===== config.mk =====
export PLATFORM = sky130hd
export DESIGN_NAME = final_logic_param
export DESIGN_NICKNAME = d
export VERILOG_FILES = /design/src/rtl/final_logic_param.sv
export SDC_FILE = /design/constraint.sdc
export NUM_CORES = 1
export LEC_CHECK = 0
export BUFFER_PORTS_ARGS = -buffer_cell sky130_fd_sc_hd__buf_2
export CAP_MARGIN = 20
export CORE_MARGIN = 3
export CORE_UTILIZATION = 57
export DETAILED_ROUTE_END_ITERATION = 10
export GPL_ROUTABILITY_DRIVEN = 0
export PLACE_DENSITY = 0.79
export SLEW_MARGIN = 25
export SYNTH_ARGS = -nofsm -noshare
export SYNTH_HDL_FRONTEND = slang
export SYNTH_SLANG_ARGS = --single-unit

===== constraint.sdc =====
create_clock -name clk -period 3.5 [get_ports clk]
set_input_delay 0 -clock clk [delete_from_list [all_inputs] [get_ports clk]]
set_output_delay 0 -clock clk [all_outputs]
set_load 0.03 [all_outputs]

===== src/rtl/final_logic_param.sv =====
// Final routing stage: drains NUM_VC FIFO heads into NUM_DEST output buffers.
// The grant is strict-priority or round-robin. Underflow and bad-destination pops raise one-cycle pulses.
module final_logic_param #(
   parameter int DATA_W    = 6,
   parameter int NUM_VC    = 2,
   parameter int NUM_DEST  = 2,
   parameter int OUT_DEPTH = 4,
   parameter int ARB_MODE  = 0
) (
   input  logic                       clk,
   input  logic                       reset,
   input  logic [NUM_VC*DATA_W-1:0]   data_in_vc,
   input  logic [NUM_VC-1:0]          empty_vc,
   output logic [NUM_VC-1:0]          pop_vc,
   input  logic [NUM_DEST-1:0]        dest_pop,
   output logic [NUM_DEST*DATA_W-1:0] data_out_dest,
   output logic [NUM_DEST-1:0]        valid_dest,
   output logic [NUM_DEST-1:0]        error_dest,
   output logic [NUM_DEST-1:0]        empty_dest,
   output logic [NUM_DEST-1:0]        full_dest,
   output logic                       route_error
);
   localparam int DEST_W = $clog2(NUM_DEST);
   localparam int VC_W   = $clog2(NUM_VC);
   localparam int PTR_W  = $clog2(OUT_DEPTH);
   localparam int CNT_W  = PTR_W + 1;
   localparam logic [CNT_W-1:0] CNT_FULL = CNT_W'(OUT_DEPTH);

   logic [DATA_W-1:0] mem_q      [NUM_DEST][OUT_DEPTH];
   logic [DATA_W-1:0] mem_d      [NUM_DEST][OUT_DEPTH];
   logic [PTR_W-1:0]  wr_ptr_q   [NUM_DEST];
   logic [PTR_W-1:0]  wr_ptr_d   [NUM_DEST];
   logic [PTR_W-1:0]  rd_ptr_q   [NUM_DEST];
   logic [PTR_W-1:0]  rd_ptr_d   [NUM_DEST];
   logic [CNT_W-1:0]  cnt_q      [NUM_DEST];
   logic [CNT_W-1:0]  cnt_d      [NUM_DEST];
   logic [DATA_W-1:0] data_out_q [NUM_DEST];
   logic [DATA_W-1:0] data_out_d [NUM_DEST];
   logic [NUM_DEST-1:0] valid_q, valid_d, error_q, error_d;
   logic [NUM_DEST-1:0] empty_q, empty_d, full_q, full_d;
   logic [NUM_DEST-1:0] push_v, pop_v;
   logic                route_error_q, route_error_d;
   logic [VC_W-1:0]     rr_ptr_q, rr_ptr_d;

   logic [DATA_W-1:0] vc_word [NUM_VC];
   logic [DEST_W-1:0] vc_dest [NUM_VC];
   logic [NUM_VC-1:0] vc_bad, vc_elig;
   logic              gnt;
   logic [VC_W-1:0]   gnt_idx;

   // A VC with a bad destination is always eligible so it can be flushed.
   always_comb begin
      for (int k = 0; k < NUM_VC; k++) begin
         vc_word[k] = data_in_vc[k*DATA_W +: DATA_W];
         vc_dest[k] = vc_word[k][DATA_W-1 -: DEST_W];
         vc_bad[k]  = 32'(vc_dest[k]) >= 32'(NUM_DEST);
         vc_elig[k] = 1'b0;
         if (!empty_vc[k]) begin
            if (vc_bad[k]) vc_elig[k] = 1'b1;
            else vc_elig[k] = (cnt_q[vc_dest[k]] != CNT_FULL) || dest_pop[vc_dest[k]];
         end
      end
   end

   always_comb begin
      int j;
      j       = 0;
      gnt     = 1'b0;
      gnt_idx = '0;
      if (ARB_MODE == 0) begin
         for (int k = NUM_VC-1; k >= 0; k--) begin
            if (vc_elig[k]) begin
               gnt     = 1'b1;
               gnt_idx = VC_W'(k);
            end
         end
      end else begin
         for (int i = NUM_VC-1; i >= 0; i--) begin
            j = int'(rr_ptr_q) + i;
            if (j >= NUM_VC) j = j - NUM_VC;
            if (vc_elig[j]) begin
               gnt     = 1'b1;
               gnt_idx = VC_W'(j);
            end
         end
      end
      if (reset) gnt = 1'b0;
      pop_vc = '0;
      if (gnt) pop_vc[gnt_idx] = 1'b1;
      rr_ptr_d = rr_ptr_q;
      if (gnt) rr_ptr_d = (gnt_idx == VC_W'(NUM_VC-1)) ? '0 : gnt_idx + VC_W'(1);
      route_error_d = gnt && vc_bad[gnt_idx];
   end

   // Pops act on the count at cycle start, so a same-cycle push never hides an underflow.
   always_comb begin
      mem_d  = mem_q;
      push_v = '0;
      pop_v  = '0;
      for (int d = 0; d < NUM_DEST; d++) begin
         pop_v[d]      = dest_pop[d] && (cnt_q[d] != '0);
         push_v[d]     = gnt && !vc_bad[gnt_idx] && (vc_dest[gnt_idx] == DEST_W'(d));
         wr_ptr_d[d]   = wr_ptr_q[d];
         rd_ptr_d[d]   = rd_ptr_q[d];
         data_out_d[d] = data_out_q[d];
         valid_d[d]    = pop_v[d];
         error_d[d]    = dest_pop[d] && (cnt_q[d] == '0);
         if (push_v[d]) begin
            mem_d[d][wr_ptr_q[d]] = vc_word[gnt_idx];
            wr_ptr_d[d]           = wr_ptr_q[d] + PTR_W'(1);
         end
         if (pop_v[d]) begin
            data_out_d[d] = mem_q[d][rd_ptr_q[d]];
            rd_ptr_d[d]   = rd_ptr_q[d] + PTR_W'(1);
         end
         cnt_d[d]   = cnt_q[d] + CNT_W'(push_v[d]) - CNT_W'(pop_v[d]);
         empty_d[d] = (cnt_d[d] == '0);
         full_d[d]  = (cnt_d[d] == CNT_FULL);
      end
   end

   always_ff @(posedge clk) begin
      if (reset) begin
         for (int d = 0; d < NUM_DEST; d++) begin
            wr_ptr_q[d]   <= '0;
            rd_ptr_q[d]   <= '0;
            cnt_q[d]      <= '0;
            data_out_q[d] <= '0;
         end
         valid_q       <= '0;
         error_q       <= '0;
         empty_q       <= '1;
         full_q        <= '0;
         route_error_q <= 1'b0;
         rr_ptr_q      <= '0;
      end else begin
         wr_ptr_q      <= wr_ptr_d;
         rd_ptr_q      <= rd_ptr_d;
         cnt_q         <= cnt_d;
         data_out_q    <= data_out_d;
         valid_q       <= valid_d;
         error_q       <= error_d;
         empty_q       <= empty_d;
         full_q        <= full_d;
         route_error_q <= route_error_d;
         rr_ptr_q      <= rr_ptr_d;
      end
   end

   // Storage needs no reset: pointers and counts define what is valid.
   always_ff @(posedge clk) begin
      mem_q <= mem_d;
   end

   always_comb begin
      data_out_dest = '0;
      for (int d = 0; d < NUM_DEST; d++) data_out_dest[d*DATA_W +: DATA_W] = data_out_q[d];
   end

   assign valid_dest  = valid_q;
   assign error_dest  = error_q;
   assign empty_dest  = empty_q;
   assign full_dest   = full_q;
   assign route_error = route_error_q;

endmodule


==> flow_results.org <==
** Logic synthesis
- Post-synthesis sequential element count :: 82
- Top cell type's share of synthesized area :: 42.3%
- Post-synthesis cell type count :: 38
- By area the synthesized netlist is led by sky130_fd_sc_hd__edfxtp_1 (42%), sky130_fd_sc_hd__dfxtp_1 (20%), sky130_fd_sc_hd__mux4_2 (7.9%), sky130_fd_sc_hd__ha_1 (4.4%), sky130_fd_sc_hd__nand2_1 (3.6%).
- Of the synthesized area, sequential elements account for slightly above 60%.
- Yosys mapped a number of flops with a built-in enable equal to 48.
- Yosys instantiated no cell more often than sky130_fd_sc_hd__edfxtp_1.
- Synthesized Nets :: roughly 280
- Number of warnings printed during yosys synthesis :: 0
- Post-synthesis instance total :: 250
- The biggest area contributor in the post-synthesis netlist is sky130_fd_sc_hd__edfxtp_1.
- The most used flip-flop cell after synthesis is sky130_fd_sc_hd__edfxtp_1.
- In the synthesized netlist the async set-or-reset flop fraction comes to 0%.
- Synthesized cell area :: 3410 um2
- After synthesis, the mean cell area works out to about 14 um2.
- Synth top cells by count :: sky130_fd_sc_hd__edfxtp_1 (48), sky130_fd_sc_hd__dfxtp_1 (34), sky130_fd_sc_hd__nand2_1 (33)

** Timing
- After layout, the minimum clock period comes to 3.28 ns.
- For this run, the top clock speed supported by timing is 0.305 GHz.
- After layout, the worst setup slack is 0.224 ns.
- Headroom to the max-slew limit came out at 65.6%.
- The final max-slew violation count came to 0.
- Final-report hold violation count :: 0
- In the final timing run, aggregate negative setup slack is 0 ns.
- Final worst path period share :: 93.6%
- Transition time of the tightest slew-check pin :: 0.515 ns
- Final setup violation count :: 0
- The clock arrives with 0.00853 ns of skew.

** Critical path
- By startpoint and endpoint, the worst setup path is classified as flip-flop to flip-flop.
- Crit-path max FO :: 7
- The largest single stage delay on the critical path is between 0.5 and 0.6 ns.
- In this run the critical register-to-register path is launched from cnt_q[3]$_SDFF_PP0_.
- Data arrival at the endpoint of the critical path :: 3.57 ns
- Critical Path End Type :: flip-flop
- Together, buffers and inverters on the worst path number 2.
- In this run the worst setup path begins at cnt_q[3]$_SDFF_PP0_.
- R2R Setup Slk :: 0.22 ns
- On the critical path the largest part of the delay comes from simple AND/OR/NAND/NOR gates.
- Worst path required time :: 3.79 ns
- The worst register-to-register path ends at full_dest[1]$_SDFF_PP0_.
- Cells along the critical path :: or4b_4 -> a211oi_2 -> a22oi_2 -> or2_2 -> ha_1 -> inv_1 -> ha_1 -> inv_1 -> fa_1 -> xor2_1 -> and2_1 -> nor3_2 -> and3_1
- STA classifies the critical path startpoint as a flip-flop.
- The slowest stage of the critical path belongs to the cell sky130_fd_sc_hd__or4b_4.
- Worst-case reg-to-reg path depth :: 13

** Pwr
- Worst IR Drop VDD :: 0.000442 V
- For this design the ratio of total power to cell area is 739 nW/um2.
- Fraction of power consumed by combinational cells :: 29.9%
- Switching power share of the total :: 33.3%
- Internal Pwr Total :: a little under 0.002 W
- The design draws 0.00291 W.
- In this run the power spent charging and discharging nets is 0.000967 W.
- The clock network is responsible for about a quarter of the overall power.
- Power share of the sequential group :: between 40% and 50%
- Reported leakage power :: ~1.5 nW

** Layout
- The sequential cells in the finished layout cover a total of about 2100 um2.
- Total number of nets in the final design :: 330
- The repair_antennas step left the layout with diodes totalling 0.
- Cells with a size suffix above 1 make up about 29% of the layout.
- From synthesis to final layout, the design area changed by 15.5%.
- Area used by multi-input combinational logic :: between 1000 and 1500 um2
- The layout has 378 filler cells.

** Floorplanning
- The floorplan has 27 rows.
- During I/O placement, the number of pins put on the boundary was 41.
- From bottom edge to top edge, the die measures 83.3 um.
- Total Die Area :: 6940 um2
- Std-Cell Core Area :: 5640 um2
- The initial utilization of the core area, before any placement, comes to 60.4%.
- Horiz. Die Dim :: approximately 83 um

** Hold path
- In this run the most critical hold path is launched from reset.
- The worst hold path terminates at cnt_q[3]$_SDFF_PP0_.
- Counting instances, the worst hold path has a depth of 2.
- The tightest min-delay check is of the input port to flip-flop type.

** Global routing
- Entering global routing, the biggest net connects 26 pins.
- Global routing used around a fifth of the available tracks across all layers.
- The initial antenna violation count was 0.
- The first global-routing pass estimated 10.7 mm of wire.
- Via count of the first global-routing pass :: 2127
- Total grt overflow :: 0

** Detailed routing
- The routed layout has about 2100 vias.
- Number of violations reported at the end of detailed-routing iteration 0 :: 185
- Per-cell routed wire length :: 16.8 um
- Remaining number of nets flagged by the antenna check after routing :: 0
- Drt via density :: 5.52
- The first detailed-routing pass took 4 iterations.
- Number of design rule violations left after detail routing :: 0
- The final layout contains routed wiring with a total length of approximately 6.3 mm.

** Placed design
- Port Buffer Count :: 39
- Worst slack after detailed placement :: 0.166 ns
- Final HPWL from detailed placement :: 4.42 mm

** Clocking
- The clock passes through at most 2 buffers.
- Clock tree synthesis inserted a total of 9 buffers.
- For the worst-skew pair, the clock arrives at the later sink with an insertion delay of 0.34 ns.
- Library cell used as clock root buffer :: sky130_fd_sc_hd__clkbuf_8
- H-tree lvl count :: 3
- Clock tree synthesis found a total of 82 sinks.
- TritonCTS built the clock tree.
- Clock-pin slew was measured on the worst setup and hold paths at 0.08 ns.

** Run status
- The run finished with clean final reports.

** Job
- Max-cap violations in this run came to 0.
## area by class of cell
cell class / instances / area share, %
Tap cell: 72 / 2.29
Inverter: 16 / 1.53
Multi-Input combinational cell: 143 / 30.3
Clock buffer: 10 / 3.24
Timing Repair Buffer: 46 / 6.42
Clock inverter: 6 / 2.29
Sequential cell: 82 / 53.9
## metal layers
| layer | routed length (um) | part of all wire (%) | global-route usage, % |
|---|---|---|---|
| met5 | 0 | 0 | 0 |
| met3 | 358 | 5.7 | 4.27 |
| met2 | 3070 | 49 | 32.9 |
| met4 | 153 | 2.4 | 8.17 |
| met1 | 2720 | 43 | 26.1 |
## power by group through the flow
stage	Combinational, W	Sequential, W	Clock (W)
floorplan	0.000572	0.00139	0
global placement	0.000836	0.00132	0
detailed placement	0.000859	0.00133	0
CTS	0.000866	0.00131	0.000745
global route	0.000968	0.00133	0.000790
finish	0.000870	0.00130	0.000733
## worst max-delay path by stage
stage | endpoint | slack, ns | cells after the start
after floorplan | full_dest[1]$_SDFF_PP0_ | 0.38 | 13
after global placement | full_dest[1]$_SDFF_PP0_ | 0.28 | 13
after detailed placement | full_dest[1]$_SDFF_PP0_ | 0.17 | 13
after CTS | full_dest[1]$_SDFF_PP0_ | 0.16 | 13
after global routing | full_dest[1]$_SDFF_PP0_ | -0.01 | 13
final | full_dest[1]$_SDFF_PP0_ | 0.22 | 13
## sequential cells by signal, summed over array words and instances, names as in the netlist
register,count
cnt_q,6
rd_ptr_q,4
error_dest,2
full_dest,2
mem_q,48
wr_ptr_q,4
valid_dest,2
data_out_dest,12
empty_dest,2
## cells by family (layout without fill, tap and decap cells)
kind of cell,count (synthesis),in the layout,share of synthesized area [%]
adders and majority gates,14,14,5.58
xor gates and xnor gates,7,7,1.80
buffers and inverters,25,78,2.86
and+or+nand+nor,76,76,11.6
other,1,1,0.110
AOI/OAI and AO/OA,24,24,4.92
DFF,82,82,62.3
muxes,21,21,10.9
## per-stage QoR
stage | hold WS (ns) | instance area (um2) | utilization (%) | cells
6_report | 0.0221 | 3940 | 69.7 | 375
5_1_grt | 0.0361 | 3940 | 69.7 | 375
4_1_cts | 0.000215 | 3930 | 69.7 | 375
3_5_place_dp | 0.315 | 3690 | 65.4 | 357
3_3_place_gp | 0.317 | 3690 | 65.4 | 357
2_1_floorplan | 0.0978 | 3410 | - | 250
## worst register-to-register path: cells and delay by family, from the launching register on
kind,cells,cell delay [ns]
flops,1,0.35
simple gates,5,1.36
fa+ha+maj,3,0.80
xor+xnor,1,0.16
compound gates,2,0.46
buf+inv,2,0.11
## layout by cell type (no fill, tap or decap), drive strengths merged, types with 4 or more instances in the layout
cell	Yosys	layout
clkinv	2	4
dfxtp	34	34
mux2	8	8
buf	4	44
nand2	33	33
inv	14	15
mux4	12	12
a21oi	14	14
ha	12	12
and2	7	7
nor2	16	16
xor2	4	4
nor3b	6	6
edfxtp	48	48
clkbuf	5	10
## timing repair
action / CTS / global route
hold endpoints to repair: 2 / 0
setup buffers: 0 / 0
hold buffers: 2 / 0
gates resized for setup: 0 / 1
endpoints found under the setup margin: 0 / 2
(Power assumes the default switching activity.)
